## src/rtl/seg2hex_scan.sv

```systemverilog
// seg2hex_scan
// Watches a multiplexed 4-digit, 7-segment display bus and recovers the hex
// value shown on each digit slot.
//
// The segment and anode lines are synchronized first. A sample must stay
// unchanged for STABLE_CYCLES consecutive clocks before its digit is captured.
// Captures from all four slots are collected into a frame.
//
// Ports
//   clk          system clock, all state on rising edge
//   rst_n        asynchronous active-low reset
//   seg[6:0]     segment lines, active-low, seg[0]=a .. seg[6]=g
//   an[3:0]      anode selects, active-low, an[i]=0 selects slot i
//   digits[15:0] captured nibbles, slot i in digits[4i+3:4i]
//   digit_err    bit i set when the last capture of slot i was not a hex glyph
//   frame_valid  one-cycle pulse once every slot has been captured since the
//                previous pulse
//   state        FSM state (00 IDLE, 01 SETTLE, 10 HELD), for debug
module seg2hex_scan #(
    parameter int STABLE_CYCLES = 4
) (
    input  logic        clk,
    input  logic        rst_n,
    input  logic [6:0]  seg,
    input  logic [3:0]  an,
    output logic [15:0] digits,
    output logic [3:0]  digit_err,
    output logic        frame_valid,
    output logic [1:0]  state
);

    typedef enum logic [1:0] {
        IDLE   = 2'b00,
        SETTLE = 2'b01,
        HELD   = 2'b10
    } state_t;

    localparam logic [7:0] STABLE_LIM = 8'(STABLE_CYCLES);

    logic [6:0]  seg_meta_q, seg_sync_q;
    logic [3:0]  an_meta_q, an_sync_q;
    logic [10:0] prev_q;
    logic [7:0]  cnt_q;
    logic [3:0]  mask_q;
    logic [15:0] digits_q;
    logic [3:0]  err_q;
    logic        fv_q;
    state_t      state_q;

    logic [10:0] sample_d;
    logic [3:0]  an_low;
    logic        selected;
    logic        same;
    logic [4:0]  dec;
    logic [1:0]  slot_idx;
    logic [3:0]  mask_d;
    logic        capture;

    // Returns {recognized, nibble}. Unrecognized patterns return nibble 0.
    function automatic logic [4:0] decode_seg(input logic [6:0] s);
        case (s)
            7'b1000000: decode_seg = {1'b1, 4'h0};
            7'b1111001: decode_seg = {1'b1, 4'h1};
            7'b0100100: decode_seg = {1'b1, 4'h2};
            7'b0110000: decode_seg = {1'b1, 4'h3};
            7'b0011001: decode_seg = {1'b1, 4'h4};
            7'b0010010: decode_seg = {1'b1, 4'h5};
            7'b0000010: decode_seg = {1'b1, 4'h6};
            7'b1111000: decode_seg = {1'b1, 4'h7};
            7'b0000000: decode_seg = {1'b1, 4'h8};
            7'b0010000: decode_seg = {1'b1, 4'h9};
            7'b0001000: decode_seg = {1'b1, 4'hA};
            7'b0000011: decode_seg = {1'b1, 4'hB};
            7'b1000110: decode_seg = {1'b1, 4'hC};
            7'b0100001: decode_seg = {1'b1, 4'hD};
            7'b0000110: decode_seg = {1'b1, 4'hE};
            7'b0001110: decode_seg = {1'b1, 4'hF};
            default:    decode_seg = 5'b0_0000;
        endcase
    endfunction

    always_comb begin
        sample_d = {an_sync_q, seg_sync_q};
        an_low   = ~an_sync_q;
        // Exactly one anode is low when the vector is non-zero and a power of two.
        selected = (an_low != 4'd0) && ((an_low & (an_low - 4'd1)) == 4'd0);
        same     = (sample_d == prev_q);
        dec      = decode_seg(seg_sync_q);
        slot_idx = 2'd0;
        for (int i = 0; i < 4; i++) begin
            if (an_low[i]) begin
                slot_idx = 2'(i);
            end
        end
        mask_d  = mask_q | an_low;
        // The sample that brings the run count to STABLE_CYCLES is the one that
        // captures, so capture fires one count early.
        capture = (state_q == SETTLE) && selected && same &&
                  ((cnt_q + 8'd1) >= STABLE_LIM);
    end

    always_ff @(posedge clk or negedge rst_n) begin
        if (!rst_n) begin
            seg_meta_q <= 7'd0;
            seg_sync_q <= 7'd0;
            an_meta_q  <= 4'd0;
            an_sync_q  <= 4'd0;
            prev_q     <= 11'd0;
            cnt_q      <= 8'd0;
            mask_q     <= 4'd0;
            digits_q   <= 16'h0000;
            err_q      <= 4'b0000;
            fv_q       <= 1'b0;
            state_q    <= IDLE;
        end else begin
            seg_meta_q <= seg;
            seg_sync_q <= seg_meta_q;
            an_meta_q  <= an;
            an_sync_q  <= an_meta_q;
            prev_q     <= sample_d;
            fv_q       <= 1'b0;

            case (state_q)
                IDLE: begin
                    if (selected) begin
                        state_q <= SETTLE;
                        cnt_q   <= 8'd1;
                    end
                end
                SETTLE: begin
                    if (!selected) begin
                        state_q <= IDLE;
                    end else if (!same) begin
                        cnt_q <= 8'd1;
                    end else if (capture) begin
                        state_q <= HELD;
                        cnt_q   <= STABLE_LIM;
                    end else begin
                        cnt_q <= cnt_q + 8'd1;
                    end
                end
                HELD: begin
                    if (!selected) begin
                        state_q <= IDLE;
                    end else if (!same) begin
                        state_q <= SETTLE;
                        cnt_q   <= 8'd1;
                    end
                end
                default: state_q <= IDLE;
            endcase

            if (capture) begin
                digits_q[{slot_idx, 2'b00} +: 4] <= dec[3:0];
                err_q[slot_idx]                  <= ~dec[4];
                // The completing capture pulses the frame flag on the same
                // edge that writes the last nibble, and starts a new frame.
                if (mask_d == 4'hF) begin
                    fv_q   <= 1'b1;
                    mask_q <= 4'd0;
                end else begin
                    mask_q <= mask_d;
                end
            end
        end
    end

    assign digits      = digits_q;
    assign digit_err   = err_q;
    assign frame_valid = fv_q;
    assign state       = state_q;

endmodule

```

## config.mk

```make
export PLATFORM = sky130hd
export DESIGN_NAME = seg2hex_scan
export DESIGN_NICKNAME = d
export VERILOG_FILES = /design/src/rtl/seg2hex_scan.sv
export SDC_FILE = /design/constraint.sdc
export NUM_CORES = 1
export LEC_CHECK = 0
export ABC_AREA = 1
export BUFFER_PORTS_ARGS = -buffer_cell sky130_fd_sc_hd__buf_2
export CAP_MARGIN = 25
export CORE_MARGIN = 1.5
export CORE_UTILIZATION = 35
export DETAILED_ROUTE_END_ITERATION = 16
export SYNTH_ARGS = -nofsm -noshare
export SYNTH_HDL_FRONTEND = slang
export SYNTH_SLANG_ARGS = --single-unit
export TNS_END_PERCENT = 50
```

## constraint.sdc

```tcl
create_clock -name clk -period 4 [get_ports clk]
set_input_delay 0.2 -clock clk [delete_from_list [all_inputs] [get_ports clk]]
set_output_delay 0.2 -clock clk [all_outputs]
set_load 0.02 [all_outputs]
```

* Word-level counts from Yosys, hierarchy flattened
Cells that the tools add are included.
** Word-level totals
- Bits in registers :: 68
- Logic and storage cells :: 86
- Memories :: 0
- Memory bits (read-only) :: 0
- Bits in latches :: 0
- Input port bits :: 13
- Output and inout bits :: 23
- Memory bits (writable) :: 0
** Operators by class
- Div/mod/pow operators :: 0
- $lt $le $gt $ge :: 3
- Reduce and logical (&&, ||, !) cells :: 12
- Bitwise gates (word level) :: 4
- Add/sub/neg operators :: 3
- Equal/unequal tests :: 26
- Shifts and indexed selects :: 2
- Mux-type cells :: 25
- Multiply operators :: 0
** Operators with widths (number)
- 5-bit case mux with 16 select lines :: 1
- 8-bit 2-to-1 mux :: 6
- 7-bit equality test, second input constant :: 4
- 8-bit case mux with 3 select lines :: 1
- 7-bit by 5-bit equality test with 1-bit output, second input constant :: 3
- 7-bit by 6-bit equality test with 1-bit output, second input constant :: 3
- 16-bit bitwise mux :: 1
- 2-bit 2-to-1 mux :: 8
- 4-bit by 6-bit variable shift with 16-bit output, first input constant :: 1
- 4-bit by 6-bit variable part select with 16-bit output :: 1
- 7-bit by 2-bit equality test with 1-bit output, second input constant :: 2
- 7-bit by 4-bit equality test with 1-bit output, second input constant :: 2
- 11-bit equality test :: 1
- 3-bit != test, second input constant :: 3
- 8-bit by 1-bit adder with 8-bit output, second input constant :: 1
- 8-bit by 3-bit >= comparator with 1-bit output, second input constant :: 1
- 2-bit != test, second input constant :: 4
- 7-bit by 3-bit equality test with 1-bit output, second input constant :: 1
- 7-bit logical NOT :: 1
- 4-bit negation with 6-bit output :: 1
- 2-bit case mux with 3 select lines :: 1
- 1-bit logical AND :: 5
- 5-bit AND reduction :: 1
- 4-bit AND :: 1
- other kinds (18) :: 21

* Depth between registers and ports, before layout
Gate-level depths: netlist of run 1.
- Depth after elaboration :: 12
- Mapped depth :: 14
- Depth with buffers taken out :: 13

* Least setup slack after synthesis of run 1
No wires, ideal clock.
- Path type :: reg-to-reg
- Start :: register seg_sync_q[0]
- End :: register err_q[2] (netlist: digit_err[2])
- Setup slack :: 2.451 ns
- Setup time :: 0.117 ns
- Stages on the path, launching flop included :: 15
- Data arrival time :: 1.432 ns
- Clock period less this slack :: 1.549 ns
- Cell sequence :: dfrtp_1 -> inv_1 -> nand2_1 -> nand2_1 -> nor2_1 -> nand2_1 -> nor2_1 -> nand2_1 -> inv_2 -> nand2_1 -> nor2_2 -> buf_6 -> nand2_2 -> nand2_1 -> nand2_1
** Between the ends
- Longest elaborated chain between the ends :: 4
** Ends and longest elaborated chain
- from (decl) :: RTL line 40 : logic [6:0] seg_meta_q, seg_sync_q;
- from (signal assigned) :: RTL line 117 : seg_sync_q <= seg_meta_q;
- 7-bit by 4-bit equality test with 1-bit output, or another cell as far along :: RTL line 61 : case (s)
- 5-bit case mux with 16 select lines :: RTL line 61
- 1-bit NOT :: RTL line 155 : err_q[slot_idx] <= ~dec[4];
- 4-bit bitwise mux :: RTL line 155
- to (signal, indexed assignment) :: RTL line 155
- to (decl) :: RTL line 46 : logic [3:0] err_q;
Several ways; a longest one is shown, not always the timed one.
A chain may end at the register's enable or synchronous reset.

* Final worst setup path of run 1
- Start :: register seg_sync_q[4]
- End :: register digits_q[1] (netlist: digits[1])
** Between the ends
- Longest elaborated chain between the ends :: 4
** Ends and longest elaborated chain
- 7-bit by 4-bit equality test with 1-bit output, or another cell as far along :: RTL line 61
- 5-bit case mux with 16 select lines :: RTL line 61
- 4-bit by 6-bit variable part select with 16-bit output :: RTL line 154 : digits_q[{slot_idx, 2'b00} +: 4] <= dec[3:0];
- 16-bit bitwise mux :: RTL line 154
- to (signal, indexed assignment) :: RTL line 154
- to (decl) :: RTL line 45 : logic [15:0] digits_q;
Several ways; a longest one is shown, not always the timed one.

==> qor.txt, run 1 <==
post-synth cell types = 23
switching power of the nets = 368 uW
Row Count = 32
buffers inserted by post-CTS timing repair = 0
hpwl dp = 4.05 mm
start-to-end type of the worst setup path = reg2reg
Placed Area = 3130 um2
Period Utilization, post-route = 56.0%
final RePlAce weighted congestion = 0.805
Final Worst Setup Slack = 1.76 ns
Max Freq = 447 MHz
post-synthesis instance total = 326
vertical extent of the die = 93.0 um
Synth Warn # = 0
Net count, final = 397
number of buffers created by CTS = 9
share of layout cells above drive strength 1 = 17.0%
worst skew pair latency = 0.34 ns
worst min-delay path category = reg2reg
Layout Area Growth over Synthesis = 21.5%
Comb power frac = 9.5%
number of buffers on the longest clock path = 2
number of global-route vias before repair = 2106
post-synth net total = 340
number of nets still failing antenna checks after routing = 0
via count = 2211
first-pass GRT wire length = 9.78 mm
DIE AREA = 8640 um2
Seq pwr share = 52.1%
worst hold margin = 0.351 ns
Rel. slew slack = 50.6%
number of vias per cell = 4.51
Layout Utilization = 44.3%
drt drc = 0
post-synthesis sequential area ratio = 60.1%
quantity of gates resized following cts = 0
clock period minus worst slack = 2.24 ns
routed length per instance = 11.6 um
crit path DAT = 2.51 ns
sum of negative setup slack = 0 ns
clock tree from TritonCTS = yes
Leak = 0.00189 uW
WP data required = 4.27 ns
Max-Cap Viols = 0
Pint = 1050 uW
Post-Synthesis Cell Area = 2830 um2
clock share of power = 38.4%
detailed-router iteration count before antenna repair = 4
Final Max Tran Viols = 0
worst slack at placement = 1.78 ns
stage delay of the slowest cell on the critical path = 0.49 ns
most used flip-flop cell after synthesis = sky130_fd_sc_hd__dfrtp_1
DIE WIDTH = 93.0 um
count of final hold-check violations = 0
Most Frequent Cell on Critical Path = sky130_fd_sc_hd__nand2_1
sequence of cells on the critical path = inv_2 > nand2_1 > nand2_1 > nor2_1 > nand2_1 > nor2_1 > nand2_1 > inv_2 > nand3b_1 > nor2_1 > nand2_1 > nand2_1
port bufs = 35
core footprint = 7770 um2
pwr/cell area = 413 nW/um2
antenna violations before repair = 0
Post-Syn Area per Cell = 8.69 um2
worst-case clock skew = 0.0106 ns
number of I/O pins = 36
number of DRC markers in iteration 0 = 110
global-route total usage across every layer = 14.9%
most common library cell in the layout ignoring fill and taps = sky130_fd_sc_hd__nand2_1
pin count of the biggest net entering global routing = 36
slowest cell on the critical path = sky130_fd_sc_hd__dfrtp_1
result of the run = completed
proportion of register bits with asynchronous set or reset after synthesis = 100%
most used cells in the layout excluding fill and tap cells = sky130_fd_sc_hd__nand2_1, sky130_fd_sc_hd__dfrtp_1, sky130_fd_sc_hd__buf_2, sky130_fd_sc_hd__inv_1, sky130_fd_sc_hd__nor2_1
transition time of the tightest slew-check pin = 0.741 ns
setup repair after global routing missed its margin = false
Finished Cell Area = 3440 um2
Clock Root Buffer = sky130_fd_sc_hd__clkbuf_8
setup violators final = 0
largest voltage drop on the vdd net = 0.000258 V
largest delay contributor family on the critical path = simple AND/OR/NAND/NOR gates
global route total overflow = 0
number of enable-type register cells in the synthesized netlist = 0
Routed WL = 5.68 mm
quantity of hold-fixing buffers added after cts = 12
endpoint class of the critical path = flip-flop
total number of clock tree sinks = 68
Yosys reg bits = 68
worst-path fanout max = 11
Buffers & Inverters on Critical Path = 2
Max H-tree Level = 3
clk slew on worst S/H paths = 0.07 ns
starting density of the core = 36.5%
Filler cells = 783
number of diodes = 0
switching share of power = 25.9%
startpoint type of the worst setup path = flip-flop
-- final timing paths --
path / startpoint / end / slack, ns / cells after the start
worst max-delay path: seg_sync_q[4] / digits[1] / 1.76 / 12
worst min-delay path: an_meta_q[3] / an_sync_q[3] / 0.35 / 0
worst max register to register: seg_sync_q[4] / digits[1] / 1.76 / 12
worst min register to register: an_meta_q[3] / an_sync_q[3] / 0.35 / 0
max in group asynchronous: rst_n / mask_q[2] / 2.61 / 3
min in group asynchronous: rst_n / seg_meta_q[2] / 0.46 / 2
-- metrics by stage --
stage	cells	power, uW
5_1_grt	490	1500
3_5_place_dp	462	881
2_1_floorplan	326	829
3_3_place_gp	462	878
4_1_cts	490	1440
6_report	490	1420
-- cell type report --
cell class                 instances  area (um2)  area share, %
sequential                        68        1700           49.5
multi-input combinational        221         983           28.6
timing repair buffer              48         303           8.80
clock buffer                      11         131           3.82
inverter                          35         131           3.82
tap                              102         128           3.71
clock inverter                     5        62.6           1.82
-- synthesized netlist by cell type (all sizes together), types with 2 or more instances --
library cell / n / area [um2]
a21oi: 8 / 40.0
buf: 2 / 16.3
dfrtp: 68 / 1700
inv: 35 / 131
nand2: 128 / 485
nand3: 22 / 110
nand4: 6 / 37.5
nor2: 31 / 141
nor3: 4 / 20.0
o21ai: 10 / 57.6
or2: 4 / 25.0
xnor2: 3 / 26.3
-- cells by family (layout without fill, tap and decap cells) --
| group | count (synthesis) | in the layout | share of synthesized area (%) |
|---|---|---|---|
| buffers and inverters | 37 | 99 | 5.21 |
| adders and majority gates | 1 | 1 | 0.442 |
| xor gates and xnor gates | 3 | 3 | 0.928 |
| DFF | 68 | 68 | 60.1 |
| and+or+nand+nor | 198 | 198 | 29.7 |
| AOI/OAI and AO/OA | 19 | 19 | 3.67 |
-- layer usage --
metal / GRT usage (%) / vias to the layer above / part of all wire [%]
li1: - / 1135 / -
met1: 19.5 / 1030 / 47
met2: 23.4 / 32 / 48
met3: 3.12 / 14 / 3.1
met4: 7.45 / 0 / 1.9
met5: 0 / - / 0
-- flip-flops by register name, indices dropped and copies added (netlist names) --
name and count:
seg_meta_q 7, state 2, seg_sync_q 7, an_meta_q 4, frame_valid 1, mask_q 4
digit_err 4, an_sync_q 4, prev_q 11, cnt_q 8, digits 16
-- power groups by stage --
stage	combinational, uW	clock [uW]	sequential (uW)
floorplan	71.1	0	758
global placement	125	0	753
detailed placement	127	0	754
CTS	137	560	740
global route	154	597	745
finish	135	545	740
(Power assumes the default switching activity.)
==> run 2, diff against run 1 <==
==> constraint.sdc (replaced) <==
create_clock -name clk -period 2.05 [get_ports clk]
set_input_delay 0.1025 -clock clk [delete_from_list [all_inputs] [get_ports clk]]
set_output_delay 0.1025 -clock clk [all_outputs]
set_load 0.02 [all_outputs]
==> qor.txt, run 2 (synthesized netlist as in run 1, its figures left out) <==
result of the run = completed (unchanged)
core footprint = 7770 um2 (unchanged)
CP Depth = 11 (was 12)
count of final hold-check violations = 0 (unchanged)
setup repair after global routing missed its margin = true (was false)
port bufs = 35 (unchanged)
via count = 2246 (was 2211)
Max H-tree Level = 3 (unchanged)
Max Freq = 548 MHz (was 447 MHz)
starting density of the core = 36.5% (unchanged)
Most Frequent Cell on Critical Path = sky130_fd_sc_hd__nand2_1 (unchanged)
slowest cell on the critical path = sky130_fd_sc_hd__dfrtp_1 (unchanged)
Max-Cap Viols = 0 (unchanged)
Routed WL = 5.81 mm (was 5.68 mm)
WP data required = 2.33 ns (was 4.27 ns)
overall power = 3060 uW (was 1420 uW)
crit path DAT = 2.11 ns (was 2.51 ns)
share of layout cells above drive strength 1 = 21.3% (was 17.0%)
clock tree from TritonCTS = yes (unchanged)
worst-path fanout max = 7 (was 11)
setup violators final = 0 (unchanged)
worst-case clock skew = 0.0115 ns (was 0.0106 ns)
Placed Area = 3210 um2 (was 3130 um2)
Rel. slew slack = 61.0% (was 50.6%)
cells on worst reg2reg path = 11 (was 12)
global route total overflow = 0 (unchanged)
Buffers & Inverters on Critical Path = 3 (was 2)
hpwl dp = 4.15 mm (was 4.05 mm)
largest delay contributor family on the critical path = simple AND/OR/NAND/NOR gates (unchanged)
antenna violations before repair = 0 (unchanged)
sequence of cells on the critical path = inv_1 > nand2_1 > nand4_1 > nor2_1 > nand2_1 > inv_2 > nand2_1 > nor2_4 > buf_4 > nand3_1 > nand2_1 (was inv_2 > nand2_1 > nand2_1 > nor2_1 > nand2_1 > nor2_1 > nand2_1 > inv_2 > nand3b_1 > nor2_1 > nand2_1 > nand2_1)
startpoint type of the worst setup path = flip-flop (unchanged)
Leak = 0.00198 uW (was 0.00189 uW)
pwr/cell area = 847 nW/um2 (was 413 nW/um2)
worst skew pair latency = 0.34 ns (about the same)
Register Area = 1700 um2 (about the same)
global-route total usage across every layer = 15.7% (was 14.9%)
largest voltage drop on the vdd net = 0.000550 V (was 0.000258 V)
vertical extent of the die = 93.0 um (unchanged)
Period Utilization, post-route = 89.0% (was 56.0%)
Clock Root Buffer = sky130_fd_sc_hd__clkbuf_8 (unchanged)
number of nets still failing antenna checks after routing = 0 (unchanged)
number of DRC markers in iteration 0 = 103 (was 110)
transition time of the tightest slew-check pin = 0.585 ns (was 0.741 ns)
number of global-route vias before repair = 2240 (was 2106)
most used cells in the layout excluding fill and tap cells = sky130_fd_sc_hd__nand2_1, sky130_fd_sc_hd__dfrtp_1, sky130_fd_sc_hd__buf_2, sky130_fd_sc_hd__inv_1, sky130_fd_sc_hd__nor2_1 (unchanged)
Final Max Tran Viols = 0 (unchanged)
drt drc = 0 (unchanged)
DIE WIDTH = 93.0 um (unchanged)
Finished Cell Area = 3610 um2 (was 3440 um2)
register-to-register setup slack = 0.23 ns (was 1.76 ns)
number of diodes = 0 (unchanged)
pin count of the biggest net entering global routing = 30 (was 36)
most common library cell in the layout ignoring fill and taps = sky130_fd_sc_hd__nand2_1 (unchanged)
clk slew on worst S/H paths = 0.08 ns (was 0.07 ns)
routed length per instance = 11.6 um (about the same)
detailed-router iteration count before antenna repair = 4 (unchanged)
final RePlAce weighted congestion = 0.855 (was 0.805)
number of buffers created by CTS = 9 (unchanged)
endpoint class of the critical path = flip-flop (unchanged)
total number of clock tree sinks = 68 (unchanged)
worst min-delay path category = in2async (was reg2reg)
flip-flop count of the largest register after layout = 16 (unchanged)
clock period minus worst slack = 1.82 ns (was 2.24 ns)
first-pass GRT wire length = 10.2 mm (was 9.78 mm)
DIE AREA = 8640 um2 (unchanged)
number of buffers on the longest clock path = 2 (unchanged)
Net count, final = 409 (was 397)
Filler cells = 757 (was 783)
multi-input gate area in the final layout = 998 um2 (was 983 um2)
start-to-end type of the worst setup path = reg2reg (unchanged)
stage delay of the slowest cell on the critical path = 0.44 ns (was 0.49 ns)
number of vias per cell = 4.47 (was 4.51)
Row Count = 32 (unchanged)
number of I/O pins = 36 (unchanged)
Layout Area Growth over Synthesis = 27.3% (was 21.5%)
[run 2: per-stage QoR]
stage          hold slack [ns]  std cells  util, %  setup WS (ns)  setup TNS (ns)
6_report                 0.297        502     46.4          0.226               0
5_1_grt                  0.318        502     46.4        -0.0116         -0.0301
4_1_cts                  0.292        500     46.0         0.0307               0
3_5_place_dp             0.136        472     41.4         0.0591               0
3_3_place_gp             0.137        472     41.4          0.107               0
2_1_floorplan           -0.193        326        -          0.501               0
[run 2: what timing repair did]
item / 4_1_cts / 5_1_grt
gates resized for setup: 0 / 7
hold buffers: 12 / 0
endpoints found under the setup margin: 0 / 21
hold endpoints to repair: 33 / 0
setup buffers: 0 / 2
[run 2: final cells by class]
cell class | count | area share, %
clock buffers | 10 | 3.54
clock inverters | 6 | 3.12
inverters | 35 | 3.64
multi-input cells | 221 | 27.7
flip-flops and latches | 68 | 47.2
well taps | 102 | 3.54
repair buffers | 60 | 11.2
[run 2: power by group]
group | internal, uW | switching (uW) | total, uW
registers | 1390 | 51.8 | 1440
logic | 109 | 178 | 287
clock network | 811 | 513 | 1320
[run 2: path summary, 6_finish.rpt]
kind / from / end
setup / recovery: seg_sync_q[2] / digits[6]
hold / removal: rst_n / seg_meta_q[2]
setup reg to reg: seg_sync_q[2] / digits[6]
hold reg to reg: seg_meta_q[5] / seg_sync_q[5]
max in group asynchronous: rst_n / an_sync_q[3]
min in group clk: seg_meta_q[5] / seg_sync_q[5]
[run 2: routing by layer]
metal | share of wire, % | track usage [%]
met5 | 0 | 0
met3 | 3.8 | 4.68
met1 | 49 | 20.0
met2 | 44 | 23.9
met4 | 2.3 | 8.33
==> run 3, diff against run 2 <==
--- a/config.mk
+++ b/config.mk
@@ -9,8 +9,9 @@
 export BUFFER_PORTS_ARGS = -buffer_cell sky130_fd_sc_hd__buf_2
 export CAP_MARGIN = 25
 export CORE_MARGIN = 1.5
-export CORE_UTILIZATION = 35
+export CORE_UTILIZATION = 51
 export DETAILED_ROUTE_END_ITERATION = 16
+export PLACE_DENSITY = 0.74
 export SYNTH_ARGS = -nofsm -noshare
 export SYNTH_HDL_FRONTEND = slang
 export SYNTH_SLANG_ARGS = --single-unit
==> qor.txt, run 3 (synthesized netlist as in run 1, its figures left out) <==
result of the run = completed (unchanged)
overall power = 2920 uW (was 3060 uW)
beginning of the worst register-to-register path = an_sync_q[2] (was seg_sync_q[2])
Final Worst Setup Slack = 0.193 ns (was 0.226 ns)
quantity of gates resized following cts = 0 (unchanged)
routed wl met3 = 272 um (was 223 um)
via count = 2272 (was 2246)
clock period minus worst slack = 1.86 ns (was 1.82 ns)
drt drc = 0 (unchanged)
most used cells in the layout excluding fill and tap cells = sky130_fd_sc_hd__nand2_1, sky130_fd_sc_hd__dfrtp_1, sky130_fd_sc_hd__buf_2, sky130_fd_sc_hd__inv_1, sky130_fd_sc_hd__nor2_1 (unchanged)
Row Count = 26 (was 32)
port bufs = 35 (unchanged)
total number of clock tree sinks = 68 (unchanged)
share of layout cells above drive strength 1 = 18.4% (was 21.3%)
transition time of the tightest slew-check pin = 0.637 ns (was 0.585 ns)
worst skew pair latency = 0.34 ns (about the same)
buffers inserted by post-CTS timing repair = 0 (unchanged)
number of DRC markers in iteration 0 = 190 (was 103)
worst min-delay path category = in2async (unchanged)
number of vias per cell = 4.92 (was 4.47)
final RePlAce weighted congestion = 0.859 (was 0.855)
endpoint class of the critical path = flip-flop (unchanged)
number of buffers created by CTS = 9 (unchanged)
top routing layer in use = met4 (unchanged)
count of final hold-check violations = 0 (unchanged)
crit path DAT = 2.09 ns (was 2.11 ns)
pin count of the biggest net entering global routing = 42 (was 30)
worst-path fanout max = 11 (was 7)
number of nets still failing antenna checks after routing = 0 (unchanged)
starting density of the core = 54.1% (was 36.5%)
setup violators final = 0 (unchanged)
routed length on met1 = 2.74 mm (was 2.87 mm)
Most Frequent Cell on Critical Path = sky130_fd_sc_hd__nand2_1 (unchanged)
hpwl dp = 4.08 mm (was 4.15 mm)
core footprint = 5240 um2 (was 7770 um2)
startpoint type of the worst setup path = flip-flop (unchanged)
clock tree from TritonCTS = yes (unchanged)
pwr/cell area = 842 nW/um2 (was 847 nW/um2)
Leak = 0.00193 uW (was 0.00198 uW)
number of buffers on the longest clock path = 2 (unchanged)
setup repair after global routing missed its margin = false (was true)
worst-case clock skew = 0.00951 ns (was 0.0115 ns)
Max Freq = 538 MHz (was 548 MHz)
flip-flop count of the largest register after layout = 16 (unchanged)
Period Utilization, post-route = 90.6% (was 89.0%)
Routed WL = 5.72 mm (was 5.81 mm)
Net count, final = 401 (was 409)
most common library cell in the layout ignoring fill and taps = sky130_fd_sc_hd__nand2_1 (unchanged)
routed length per instance = 12.4 um (was 11.6 um)
vertical extent of the die = 77.5 um (was 93.0 um)
Final Max Tran Viols = 0 (unchanged)
Clock Root Buffer = sky130_fd_sc_hd__clkbuf_8 (unchanged)
number of diodes = 0 (unchanged)
Layout Area Growth over Synthesis = 22.7% (was 27.3%)
sum of negative setup slack = 0 ns (unchanged)
global-route total usage across every layer = 21.4% (was 15.7%)
DIE WIDTH = 77.5 um (was 93.0 um)
met2 layer wire length in the routed design = 2.62 mm (was 2.58 mm)
slowest cell on the critical path = sky130_fd_sc_hd__dfrtp_1 (unchanged)
CP Launch Point = an_sync_q[2] (was seg_sync_q[2])
number of global-route vias before repair = 2190 (was 2240)
start-to-end type of the worst setup path = reg2reg (unchanged)
Max-Cap Viols = 0 (unchanged)
stage delay of the slowest cell on the critical path = 0.49 ns (was 0.44 ns)
number of I/O pins = 36 (unchanged)
Max H-tree Level = 3 (unchanged)
largest voltage drop on the vdd net = 0.000668 V (was 0.000550 V)
clk slew on worst S/H paths = 0.07 ns (was 0.08 ns)
global route total overflow = 0 (unchanged)
detailed-router iteration count before antenna repair = 4 (unchanged)
antenna violations before repair = 0 (unchanged)
sequence of cells on the critical path = inv_2 > nand2_1 > nand2_1 > nand3_1 > nor2_1 > nand2_1 > inv_2 > nand2_1 > nor2_2 > buf_4 > nand2_1 > nand2_1 > nand2_1 (was inv_1 > nand2_1 > nand4_1 > nor2_1 > nand2_1 > inv_2 > nand2_1 > nor2_4 > buf_4 > nand3_1 > nand2_1)
DIE AREA = 6010 um2 (was 8640 um2)
WP data required = 2.28 ns (was 2.33 ns)
Filler cells = 448 (was 757)
worst slack at placement = 0.200 ns (was 0.0591 ns)
first-pass GRT wire length = 9.93 mm (was 10.2 mm)
Rel. slew slack = 57.5% (was 61.0%)
==> run 3: cell count changes in the layout (fill, tap and decap cells not counted), sizes merged <==
cell / previous run / this run
buf: 48 / 40
clkinvlp: 0 / 3
clkinv: 3 / 1
bufinv: 3 / 2
==> run 3: cell type report <==
| type | instances | area (um2) | area share (%) |
|---|---|---|---|
| Sequential cell | 68 | 1700 | 49.0 |
| Tap cell | 70 | 87.6 | 2.52 |
| Clock buffer | 10 | 138 | 3.96 |
| Clock inverter | 6 | 87.6 | 2.52 |
| Multi-Input combinational cell | 221 | 983 | 28.3 |
| Timing Repair Buffer | 52 | 345 | 9.94 |
| Inverter | 35 | 131 | 3.78 |
==> run 3: final timing paths <==
path,endpoint,slack [ns],depth (start not counted)
worst min-delay path,seg_sync_q[5],0.33,2
max in group asynchronous,mask_q[0],1.08,3
worst max register to register,digit_err[1],0.19,13
worst min register to register,seg_sync_q[4],0.35,0
min in group clk,seg_sync_q[4],0.35,0
worst max-delay path,digit_err[1],0.19,13
==> run 3: metrics by stage <==
step / std cells / hold WS [ns] / area [um2] / utilization, %
detailed placement: 434 / 0.167 / 3130 / 59.7
CTS: 462 / 0.334 / 3470 / 66.3
finish: 462 / 0.332 / 3470 / 66.3
global placement: 434 / 0.152 / 3130 / 59.7
global route: 462 / 0.357 / 3470 / 66.3
floorplan: 326 / -0.193 / 2830 / -
==> run 3: where the power goes <==
part	leakage [uW]	internal, uW	switching, uW
registers	0.000866	1390	51.2
clock network	0.000105	715	499
logic	0.000958	97.1	170
total	0.00193	2200	720
==> run 3: critical path: cells and delay by family, from the launching register on <==
family / cells / cell delay [ns]
AND/OR/NAND/NOR: 10 / 0.88
buffers and inverters: 3 / 0.36
flip-flops: 1 / 0.49
==> run 3: repair_timing <==
| action | in CTS | in global routing |
|---|---|---|
| hold endpoints to repair | 38 | 0 |
| endpoints found under the setup margin | 0 | 0 |
| hold buffers | 12 | 0 |
==> run 3: metal layers <==
layer  up-vias  GRT usage (%)
li1       1136              -
met1      1065           28.4
met2        64           33.3
met3         7           5.06
met4         0           9.64
met5         -              0
